## config.mk

```make
export PLATFORM = sky130hd
export DESIGN_NAME = vga_fb_arbiter
export DESIGN_NICKNAME = d
export VERILOG_FILES = /design/src/rtl/vga_pkg.sv /design/src/rtl/vga_fetch_sched.sv /design/src/rtl/vga_fb_arbiter.sv
export SDC_FILE = /design/constraint.sdc
export NUM_CORES = 1
export LEC_CHECK = 0
export CORE_UTILIZATION = 41
export DETAILED_ROUTE_END_ITERATION = 7
export GPL_ROUTABILITY_DRIVEN = 0
export HOLD_SLACK_MARGIN = 0.1
export PLACE_DENSITY = 0.79
export SYNTH_ARGS = -nofsm -noshare
export SYNTH_HDL_FRONTEND = slang
export SYNTH_HIERARCHICAL = 1
export SYNTH_SLANG_ARGS = --single-unit
```

## constraint.sdc

```tcl
create_clock -name clk_in -period 4.6 [get_ports clk_in]
set_input_delay 0.46 -clock clk_in [delete_from_list [all_inputs] [get_ports clk_in]]
set_output_delay 0.46 -clock clk_in [all_outputs]
set_load 0.02 [all_outputs]
```

## src/rtl/vga_pkg.sv

```systemverilog
// Shared VGA timing, framebuffer geometry and pixel bit positions for the
// scanout fetch scheduler and the framebuffer arbiter.
package vga_pkg;

    localparam int H_ACTIVE = 640;
    localparam int H_TOTAL  = 800;
    localparam int V_ACTIVE = 480;
    localparam int V_TOTAL  = 525;
    localparam int FB_W     = 160;
    localparam int FB_H     = 120;
    localparam int FB_SIZE  = FB_W * FB_H;
    localparam int ADDR_W   = 15;

    localparam int PIX_R1 = 5;
    localparam int PIX_R0 = 4;
    localparam int PIX_G1 = 3;
    localparam int PIX_G0 = 2;
    localparam int PIX_B1 = 1;
    localparam int PIX_B0 = 0;

    function automatic logic [ADDR_W-1:0] fb_addr(input logic [6:0] row, input logic [7:0] col);
        return ADDR_W'(row) * ADDR_W'(FB_W) + ADDR_W'(col);
    endfunction

endpackage

```

## src/rtl/vga_fetch_sched.sv

```systemverilog
// Scanout slot decoder: maps the vga_sync counters to the framebuffer
// row/column that must be read this cycle, if any.
module vga_fetch_sched
    import vga_pkg::*;
(
    input  logic [9:0] h_count,
    input  logic [9:0] v_count,
    output logic       slot,
    output logic [6:0] row,
    output logic [7:0] col
);

    logic [10:0] line;

    always_comb begin
        slot = 1'b0;
        line = 11'd0;
        col  = 8'd0;
        // Group 0 of the next line is prefetched in the horizontal blank.
        if (h_count == 10'(H_TOTAL - 2)) begin
            line = (v_count == 10'(V_TOTAL - 1)) ? 11'd0 : {1'b0, v_count} + 11'd1;
            slot = (line < 11'(V_ACTIVE));
        end else if (h_count >= 10'd2 && h_count <= 10'(H_ACTIVE - 6) && h_count[1:0] == 2'b10) begin
            line = {1'b0, v_count};
            col  = 8'((h_count + 10'd2) >> 2);
            slot = (line < 11'(V_ACTIVE));
        end
        row = slot ? line[8:2] : 7'd0;
    end

endmodule

```

## src/rtl/vga_fb_arbiter.sv

```systemverilog
// Single-port framebuffer arbiter: scanout reads win, writer gets the rest.
// Define VGA_FB_STATS_EN to add the stall_count writer-stall counter.
module vga_fb_arbiter
    import vga_pkg::*;
(
    input  logic              clk_in,
    input  logic              reset,
    input  logic [9:0]        h_count,
    input  logic [9:0]        v_count,
    input  logic              display_en,
    input  logic              wr_valid,
    output logic              wr_ready,
    input  logic [ADDR_W-1:0] wr_addr,
    input  logic [5:0]        wr_data,
    output logic              ram_en,
    output logic              ram_we,
    output logic [ADDR_W-1:0] ram_addr,
    output logic [5:0]        ram_wdata,
    input  logic [5:0]        ram_rdata,
    output logic              r0,
    output logic              r1,
    output logic              g0,
    output logic              g1,
    output logic              b0,
    output logic              b1
`ifdef VGA_FB_STATS_EN
    ,
    output logic [15:0]       stall_count
`endif
);

    logic       slot;
    logic [6:0] slot_row;
    logic [7:0] slot_col;
    logic       wr_in_range;
    logic       rd_pend;
    logic [5:0] pix;
    logic [5:0] colour;

    vga_fetch_sched u_sched (
        .h_count (h_count),
        .v_count (v_count),
        .slot    (slot),
        .row     (slot_row),
        .col     (slot_col)
    );

    assign wr_in_range = (wr_addr < ADDR_W'(FB_SIZE));

    always_comb begin
        wr_ready  = 1'b0;
        ram_en    = 1'b0;
        ram_we    = 1'b0;
        ram_addr  = '0;
        ram_wdata = 6'd0;
        if (reset) begin
            if (slot) begin
                ram_en   = 1'b1;
                ram_addr = fb_addr(slot_row, slot_col);
            end else begin
                wr_ready = 1'b1;
                // Out-of-range writes are acknowledged but never reach the RAM.
                if (wr_valid && wr_in_range) begin
                    ram_en    = 1'b1;
                    ram_we    = 1'b1;
                    ram_addr  = wr_addr;
                    ram_wdata = wr_data;
                end
            end
        end
    end

    always_ff @(posedge clk_in) begin
        if (!reset) begin
            rd_pend <= 1'b0;
            pix     <= 6'd0;
            colour  <= 6'd0;
        end else begin
            rd_pend <= slot;
            if (rd_pend) begin
                pix <= ram_rdata;
            end
            colour <= display_en ? pix : 6'd0;
        end
    end

    assign r1 = colour[PIX_R1];
    assign r0 = colour[PIX_R0];
    assign g1 = colour[PIX_G1];
    assign g0 = colour[PIX_G0];
    assign b1 = colour[PIX_B1];
    assign b0 = colour[PIX_B0];

`ifdef VGA_FB_STATS_EN
    always_ff @(posedge clk_in) begin
        if (!reset) begin
            stall_count <= 16'd0;
        end else if (wr_valid && !wr_ready && stall_count != 16'hFFFF) begin
            stall_count <= stall_count + 16'd1;
        end
    end
`endif

endmodule

```

Word level (Yosys, flattened, before mapping)
Index checks and enable logic that the tools add are counted.

Word-level logic and storage cells: 40. Register bits: 13. Output and inout port bits: 30. Input bits: 51.

Muxes and demuxes: 21. Eq/ne operators: 3. $add $sub $neg: 3. Reductions and logical operators: 4. Multiply operators: 1. Order comparisons: 5.

Operators by type and width (number): two-way mux 15 bit (3); == test 10 bit (second input constant) (2); two-way mux 6 bit (3); two-way mux 9 bit (2); two-way mux 8 bit (2); adder 15 x 8 -> 15 bit (1); less-than comparator 15 bit (second input constant) (1); adder 10 x 1 -> 11 bit (second input constant) (1); less-than comparator 11 x 9 -> 1 bit (second input constant) (1); two-way mux 11 bit (1); adder 10 x 2 -> 10 bit (second input constant) (1); >= comparator 10 x 2 -> 1 bit (second input constant) (1); less-or-equal comparator 10 bit (second input constant) (1); less-than comparator 10 x 9 -> 1 bit (second input constant) (1); multiplier 7 x 3 -> 10 bit (second input constant) (1); two-way mux 1 bit (9); two-way mux 7 bit (1); logical AND 1 bit (3); == test 2 bit (second input constant) (1); AND reduction 2 bit (1).

Longest topological paths before layout
Gate-level depths: netlist (run 1).

Depth after elaboration: 10. Depth in mapped cells: 18. Depth with buffers taken out: 18.

Hierarchy
Netlist (run 1), hierarchy kept.

By module, submodules not included: vga_fb_arbiter (cells each 123, instances 1, sequential area each 260.2 um^2, area each 1096.1 um^2); vga_fetch_sched (cells each 83, instances 1, sequential area each 0.0 um^2, area each 529.3 um^2).

Worst setup path before layout (run 1)
Ideal clock, no wire load.

Path kind: in2out. Start: in h_count[7]. End: out ram_addr[12]. Data required time: 4.140 ns. Data arrival time: 3.719 ns. Stages: 13. Path buffers: 0. Path slack: 0.421 ns. Cells stage by stage: nor4b_2 > nand3_1 > o31ai_1 > o22ai_2 > nor3_1 > ha_1 > ha_1 > inv_1 > fa_1 > nand3b_1 > nor3b_1 > xnor2_1 > o21ai_0.

Longest elaborated chain between the ends: 10. Elaborated cells between the ends (all ways): 17. Those cells by class: add/sub (2); mul (1); order compare (2); eq/ne (1); mux (9); reduce/logical (2).

Ends and longest elaborated chain: from (decl) (line vga_fb_arbiter.sv:8) `input logic [9:0] h_count,`; >= comparator 10 x 2 -> 1 bit / less-or-equal comparator 10 bit (equally long branches) (line vga_fetch_sched.sv:23) `end else if (h_count >= 10'd2 && h_count <= 10'(H_ACTIVE - 6) && h_count[1:0] == 2'b10) begin`; logical AND 1 bit (2 in a row) (line vga_fetch_sched.sv:23); two-way mux 9 bit / two-way mux 1 bit (equally long branches) (line vga_fetch_sched.sv:23); two-way mux 9 bit / two-way mux 1 bit (equally long branches) (line vga_fetch_sched.sv:20) `if (h_count == 10'(H_TOTAL - 2)) begin`; two-way mux 7 bit * (line vga_fetch_sched.sv:28) `row = slot ? line[8:2] : 7'd0;`; net slot_row[1] (line vga_fb_arbiter.sv:33) `logic [6:0] slot_row;`; multiplier 7 x 3 -> 10 bit * (line vga_pkg.sv:22) `return ADDR_W'(row) * ADDR_W'(FB_W) + ADDR_W'(col);`; adder 15 x 8 -> 15 bit * (line vga_pkg.sv:22); two-way mux 15 bit * (line vga_fb_arbiter.sv:57) `if (slot) begin`; two-way mux 15 bit * (line vga_fb_arbiter.sv:56) `if (reset) begin`; to (decl) (line vga_fb_arbiter.sv:17) `output logic [ADDR_W-1:0] ram_addr,`.

Mark *: on every way through the listed nets, which the timed path passes. The rest lies on a longest branch.

Worst setup path after layout (run 1)
Start: in v_count[9]. End: out ram_addr[13].

Longest elaborated chain between the ends: 9. Elaborated cells between the ends (all ways): 13. Those cells by class: add/sub (2); mul (1); order compare (2); eq/ne (1); mux (7).

Ends and longest elaborated chain: from (decl) (line vga_fb_arbiter.sv:9) `input logic [9:0] v_count,`; adder 10 x 1 -> 11 bit / == test 10 bit (equally long branches) (line vga_fetch_sched.sv:21) `line = (v_count == 10'(V_TOTAL - 1)) ? 11'd0 : {1'b0, v_count} + 11'd1;`; two-way mux 11 bit (line vga_fetch_sched.sv:21); less-than comparator 11 x 9 -> 1 bit (line vga_fetch_sched.sv:22) `slot = (line < 11'(V_ACTIVE));`; two-way mux 1 bit (line vga_fetch_sched.sv:20); two-way mux 7 bit * (line vga_fetch_sched.sv:28); net slot_row[3] (line vga_fb_arbiter.sv:33); multiplier 7 x 3 -> 10 bit * (line vga_pkg.sv:22); adder 15 x 8 -> 15 bit * (line vga_pkg.sv:22); two-way mux 15 bit * (line vga_fb_arbiter.sv:57); two-way mux 15 bit * (line vga_fb_arbiter.sv:56).

Marks and branches as above.

==> results of run 1 <==
layout make-up:
class,count,area [sq um]
sequential,13,260
tap,48,60.1
inverter,7,26.3
clock buffer,4,45.0
multi-input combinational,180,1450
timing repair buffer,139,1230
fill,238,674
cells by family after synthesis:
kind of cell,after synthesis
compound gates,47
buf+inv,13
simple gates,93
mux,6
flops,13
xor+xnor,17
fa+ha+maj,17
routing by layer:
metal  vias up  track usage
met4         0       0.0750
met3        14       0.0387
met2        98        0.497
met5         -            0
li1       1033            -
met1      1027        0.311
worst register-to-register path, stage by stage (launching register included):
cell and delay [ps]:
dfxtp_1 510, mux2i_1 260, nor2b_1 60
layout by cell type (no fill, tap or decap), drive strengths merged, types with 2 or more instances in the layout:
cell / count
buf: 63
clkdlybuf4s50: 58
and3: 19
nor2: 16
nand2: 15
ha: 15
dfxtp: 13
dlygate4sd2: 12
nand3: 11
nor2b: 10
o21ai: 10
xnor2: 9
xor2: 8
a22o: 8
mux2i: 6
inv: 6
a21o: 5
dlymetal6s2s: 5
a21oi: 5
clkbuf: 5
nand4: 4
a31oi: 4
o211ai: 3
nand2b: 3
and2: 2
nor3: 2
or3: 2
nor3b: 2
fa: 2
nor4b: 2
cell usage after synthesis (6+ instances only):
master   count
dfxtp_1     13
nand2_1     15
nor2b_1     10
nor2_1      16
nand3_1     11
mux2i_1      6
xor2_1       8
ha_1        15
a22o_1       8
xnor2_1      9
and3_1      19
path summary, 6_finish.rpt:
| check | start | to | depth (start not counted) |
|---|---|---|---|
| worst min-delay path | pix[5] | colour[5] | 1 |
| worst min register to register | pix[5] | colour[5] | 1 |
| worst max register to register | rd_pend | pix[4] | 2 |
| worst max-delay path | v_count[9] | ram_addr[13] | 19 |
per-stage QoR:
step | cell area, sq um | instances | total power [W] | setup TNS [ps] | util
after floorplan | 1630 | 206 | 0.000169 | 0 | -
after global placement | 2850 | 382 | 0.000264 | -2020 | 0.761
after detailed placement | 2850 | 382 | 0.000266 | -2990 | 0.761
after CTS | 2970 | 390 | 0.000362 | 0 | 0.792
after global routing | 3070 | 391 | 0.000389 | -630 | 0.820
final | 3070 | 391 | 0.000371 | 0 | 0.820
power breakdown:
part           switching [W]  total (W)  internal [W]
sequential       0.000000938   0.000115      0.000114
combinational      0.0000708   0.000160     0.0000893
clock              0.0000354  0.0000962     0.0000608
flip-flops by register name (all words and copies together), names as in the netlist:
| register | flops |
|---|---|
| pix | 6 |
| rd_pend | 1 |
| colour | 6 |
timing repair:
action / 4_1_cts / 5_1_grt
pin swaps: 13 / 15
setup endpoints to repair: 6 / 6
gates resized for setup: 45 / 27
hold endpoints to repair: 0 / 0
buffers inserted: 4 / 1
==> reports/qor.yml, run 1 <==
drt_wl_total_microns: 6320
path_cells: "clkdlybuf4s50_1 -> nor4b_4 -> nand4_1 -> nor2b_1 -> buf_4 -> buf_4 -> a21o_1 -> and3_4 -> ha_1 -> ha_2 -> inv_1 -> fa_2 -> xnor2_2 -> nand3b_1 -> nor2_1 -> nand3_1 -> xor2_1 -> o21ai_1 -> buf_4"
ctsHoldBuffers: 0
period_share: 1.00
final_layout_size_suffix_gt1_frac: 0.283
synth_fp_nets: 274
postSynthAreaPerCell_sq_um: 7.89
worst_pin_slew_ps: 461
drtAntennaViolNets: 0
drc: 0
synth_top_flop_cell: "dfxtp_1"
max_stage_delay_ps: 490
async_reset_ff_frac: 0
core_area_sq_um: 3740
grt_pass1_vias: 2012
min_path_type: "register to register"
finalSetupViolCount: 0
m1WireLength_microns: 2490
die_h_microns: 65.0
die_w_microns: 65.0
rrSetupSlack_ps: 3660
start_kind: "input port"
start_util: 0.434
hold_viol: 0
yosys.area_share.simple: 0.316
n_antenna_cell: 0
fin_ws_ps: 1.83
synth_compound_area_frac: 0.212
syn_inst: 206
synth-edff-count: 0
antenna_found_initial: 0
ctsRootBufferMaster: "clkbuf_8"
io_pins: 81
synth_xor_area_frac: 0.0916
synth_area_leader_cell: "dfxtp_1"
cp-end-kind: "output pin"
syn_to_final_growth_pct: 88.8
ys_seq_area_frac: 0.160
cts_tree: "yes"
path_max_fanout: 5
status: "completed"
cp.arrival_ps: 4140
rsz0062_at_grt: "true"
p_leak_nw: 1.41
clk_pin_slew_worst_paths_ps: 50
criticalPathCategory: "input port to output pin"
yosysWarningCount: 6
synthTopCellsByArea: "dfxtp_1 16%, ha_1 12%, and3_1 7.3%"
cts_buffers: 3
overflow: 0
ys_seq_elements: 13
p_per_area_nw_per_um2: 121
ys_types: 51
die_area_sq_um: 4220
cp_num_buf_inv: 5
worst_skew_pair.late_latency_ps: 240
synth_top_family_by_area: "simple AND/OR/NAND/NOR gates"
fmax_mhz: 217
crit_family: "simple AND/OR/NAND/NOR gates"
cts-htree-levels: 1
crit_top_cell: "buf_4"
synth.area.mux_share: 0.0370
vias_per_cell: 5.55
io_buffer_count: 80
fin_nets: 412
dr_total_vias: 2172
relSlewSlack: 0.692
route.met3.wl_microns: 363
rows: 22
highest_layer: "met4"
vdd_drop_max_mv: 0.108
wl_per_cell_microns: 16.2
synth_area_sq_um: 1630
drt_pass1_iterations: 4
wl_met2_microns: 3350
clockBufferDepth: 2
max_cap_violations: 0
grt_max_degree: 17
dp_slack_ps: -637
cp_slowest_cell: "clkdlybuf4s50_1"
drt-initial-drc-count: 193
grt_pass1_wl_microns: 8880
synth_top_area_frac: 0.160
synth_adder_area_share: 0.140
critPathRequiredTime_ps: 4140
post-route-min-period_ps: 4600
clock_skew_ps: 3.95
cts_sinks: 13
slew_viol_final: 0
grt_usage: 0.267
hold_ws_ps: 482
hpwl_microns: 4120
Power figures use the tool's default switching activity.
==> run 2: changes to the inputs <==
- SKIP_LAST_GASP: not set -> 1
==> results of run 2 <==
The final DEF is identical to that of run 1; final timing and power are the same.
==> run 3: changes to the inputs <==
- CORE_MARGIN: not set -> 8
==> run 3 against run 2 <==
Effect of this change: wire length up 0.87%; via count down 4.9%; hold slack worse by 0.99 ps; largest cell class unchanged; largest power group unchanged; highest routed layer unchanged.
==> reports/qor.yml, run 3 (synthesized netlist as in run 1, its figures left out) <==
cp-end-kind: "output pin"  # unchanged
drt-initial-drc-count: 67  # was 193
cts_tree: "yes"  # unchanged
combPwrFrac: 0.427  # was 0.431
r2r_cells: 2  # unchanged
min_path_cells: 1  # unchanged
use_met3: 0.0203  # was 0.0387
dr_total_vias: 2066  # was 2172
hpwl_microns: 4810  # was 4120 microns
dp_slack_ps: -549  # was -637 ps
cp.arrival_ps: 4080  # was 4140 ps
drt_pass1_iterations: 4  # unchanged
worst_skew_pair.late_latency_ps: 240  # about the same
fin_util: 0.790  # was 0.820
syn_to_final_growth_pct: 90.3  # was 88.8%
p_int_w: 0.000266  # was 0.000264 W
overflow: 0  # unchanged
die_w_microns: 79.0  # was 65.0 microns
nFillCells: 262  # was 238
ctsRootBufferMaster: "clkbuf_8"  # unchanged
vdd_drop_max_mv: 0.0784  # was 0.108 mV
max_stage_delay_ps: 500  # was 490 ps
die_area_sq_um: 6230  # was 4220 sq um
die_h_microns: 79.0  # was 65.0 microns
met1_usage: 0.202  # was 0.311
grt_max_degree: 17  # unchanged
pwr-share-seq: 0.307  # was 0.310
n_antenna_cell: 0  # unchanged
path_max_fanout: 5  # unchanged
rows: 23  # was 22
wl_per_cell_microns: 16.4  # was 16.2 microns
post-route-min-period_ps: 4540  # was 4600 ps
fmax_mhz: 220  # was 217 MHz
clk_pin_slew_worst_paths_ps: 50  # about the same
final_common_cell: "clkdlybuf4s50_1"  # was buf_4
p_sw_frac: 0.289  # about the same
grt_usage: 0.174  # was 0.267
setup_tns_ps: 0  # unchanged
p_leak_nw: 1.47  # was 1.41 nW
hold_ws_ps: 481  # was 482 ps
relSlewSlack: 0.622  # was 0.692
io_pins: 81  # unchanged
period_share: 0.987  # was 1.00
slew_viol_final: 0  # unchanged
cts-htree-levels: 1  # unchanged
p_per_area_nw_per_um2: 121  # about the same
clockBufferDepth: 2  # unchanged
fin_nets: 407  # was 412
stdcell_count: 388  # was 391
cp_num_cells: 17  # was 19
vias_per_cell: 5.32  # was 5.55
switchingPower_w: 0.000108  # was 0.000107 W
fin_ws_ps: 59.9  # was 1.83 ps
worst_pin_slew_ps: 567  # was 461 ps
start_kind: "input port"  # unchanged
clock_skew_ps: 1.43  # was 3.95 ps
cp_num_buf_inv: 6  # was 5
criticalPathCategory: "input port to output pin"  # unchanged
antenna_found_initial: 0  # unchanged
drt_wl_total_microns: 6370  # was 6320 microns
finalSetupViolCount: 0  # unchanged
hold_viol: 0  # unchanged
critPathRequiredTime_ps: 4140  # about the same
layout_common_cells: "60 x clkdlybuf4s50_1, 54 x buf_4, 19 x and3_1, 15 x nand2_1, 15 x nor2_1"  # was 59 x buf_4, 58 x clkdlybuf4s50_1, 18 x and3_1, 15 x nand2_1, 15 x nor2_1
max_cap_violations: 0  # unchanged
grt_pass1_vias: 2026  # was 2012
core_area_sq_um: 3910  # was 3740 sq um
final_layout_size_suffix_gt1_frac: 0.272  # was 0.283
crit_family: "buffers and inverters"  # was simple AND/OR/NAND/NOR gates
status: "completed"  # unchanged
drc: 0  # unchanged
cp_slowest_cell: "clkdlybuf4s50_1"  # unchanged
clkPwrFrac: 0.266  # was 0.259
busiest_layer: "met2"  # unchanged
cts_buffers: 3  # unchanged
io_buffer_count: 80  # unchanged
min_path_type: "register to register"  # unchanged
grt_pass1_wl_microns: 9160  # was 8880 microns
drtAntennaViolNets: 0  # unchanged
dp_cells: 382  # unchanged
start_util: 0.415  # was 0.434
use_met2: 0.331  # was 0.497
reg_top3: "colour: 6 flops, pix: 6 flops, rd_pend: 1 flops"  # unchanged
cts_sinks: 13  # unchanged
path_cells: "clkdlybuf4s50_1 -> buf_6 -> nand2_1 -> nor3_2 -> o31ai_4 -> o22ai_2 -> inv_2 -> and3_1 -> ha_1 -> ha_4 -> inv_1 -> fa_2 -> buf_4 -> nor3b_1 -> xnor2_1 -> o21ai_1 -> dlygate4sd2_1"  # was clkdlybuf4s50_1 -> nor4b_4 -> nand4_1 -> nor2b_1 -> buf_4 -> buf_4 -> a21o_1 -> and3_4 -> ha_1 -> ha_2 -> inv_1 -> fa_2 -> xnor2_2 -> nand3b_1 -> nor2_1 -> nand3_1 -> xor2_1 -> o21ai_1 -> buf_4
-- run 3: changes by cell type in the layout (fill, tap and decap cells not counted), moves of 2 or more --
cell             delta
dlymetal6s2s_1      +9
dlygate4sd2_1      -10
buf_4               -5
o21ai_1             -2
clkdlybuf4s50_1     +2
-- run 3: repair_timing --
item / 4_1_cts / 5_1_grt
hold buffers: 0 / 0
cloned: 0 / 0
buffers inserted: 0 / 2
pin swaps: 1 / 12
endpoints found under the setup margin: 7 / 8
resized for setup: 27 / 43
-- run 3: stage by stage --
stage | area (sq um) | total power (W)
3_3_place_gp | 2840 | 0.000264
6_report | 3090 | 0.000374
2_1_floorplan | 1630 | 0.000169
5_1_grt | 3090 | 0.000391
4_1_cts | 2900 | 0.000366
3_5_place_dp | 2840 | 0.000267
-- run 3: path summary, 6_finish.rpt --
path,start,endpoint,slack [ps]
worst max-delay path,v_count[5],ram_addr[10],60
worst min-delay path,pix[2],colour[2],480
worst max register to register,rd_pend,pix[5],3660
worst min register to register,pix[2],colour[2],480
-- run 3: routing by layer --
layer | vias up | part of all wire
li1 | 1022 | -
met1 | 979 | 0.41
met2 | 57 | 0.54
met3 | 8 | 0.046
met4 | 0 | 0.0083
met5 | - | 0
-- run 3: cell type report --
type                            count  area [sq um]  share of cell area
Multi-Input combinational cell    180          1460               0.472
Timing Repair Buffer              134          1240               0.400
Sequential cell                    13           260              0.0841
Tap cell                           50          62.6              0.0202
Clock buffer                        4          45.0              0.0146
Inverter                            7          26.3             0.00850
-- run 3: power groups by stage --
stage                     Clock (W)  Sequential (W)  Combinational [W]
after floorplan                   0        0.000117          0.0000519
after CTS                  0.000101        0.000115           0.000150
after global routing       0.000106        0.000115           0.000170
final                     0.0000995        0.000115           0.000160
after global placement            0        0.000117           0.000147
after detailed placement          0        0.000117           0.000150
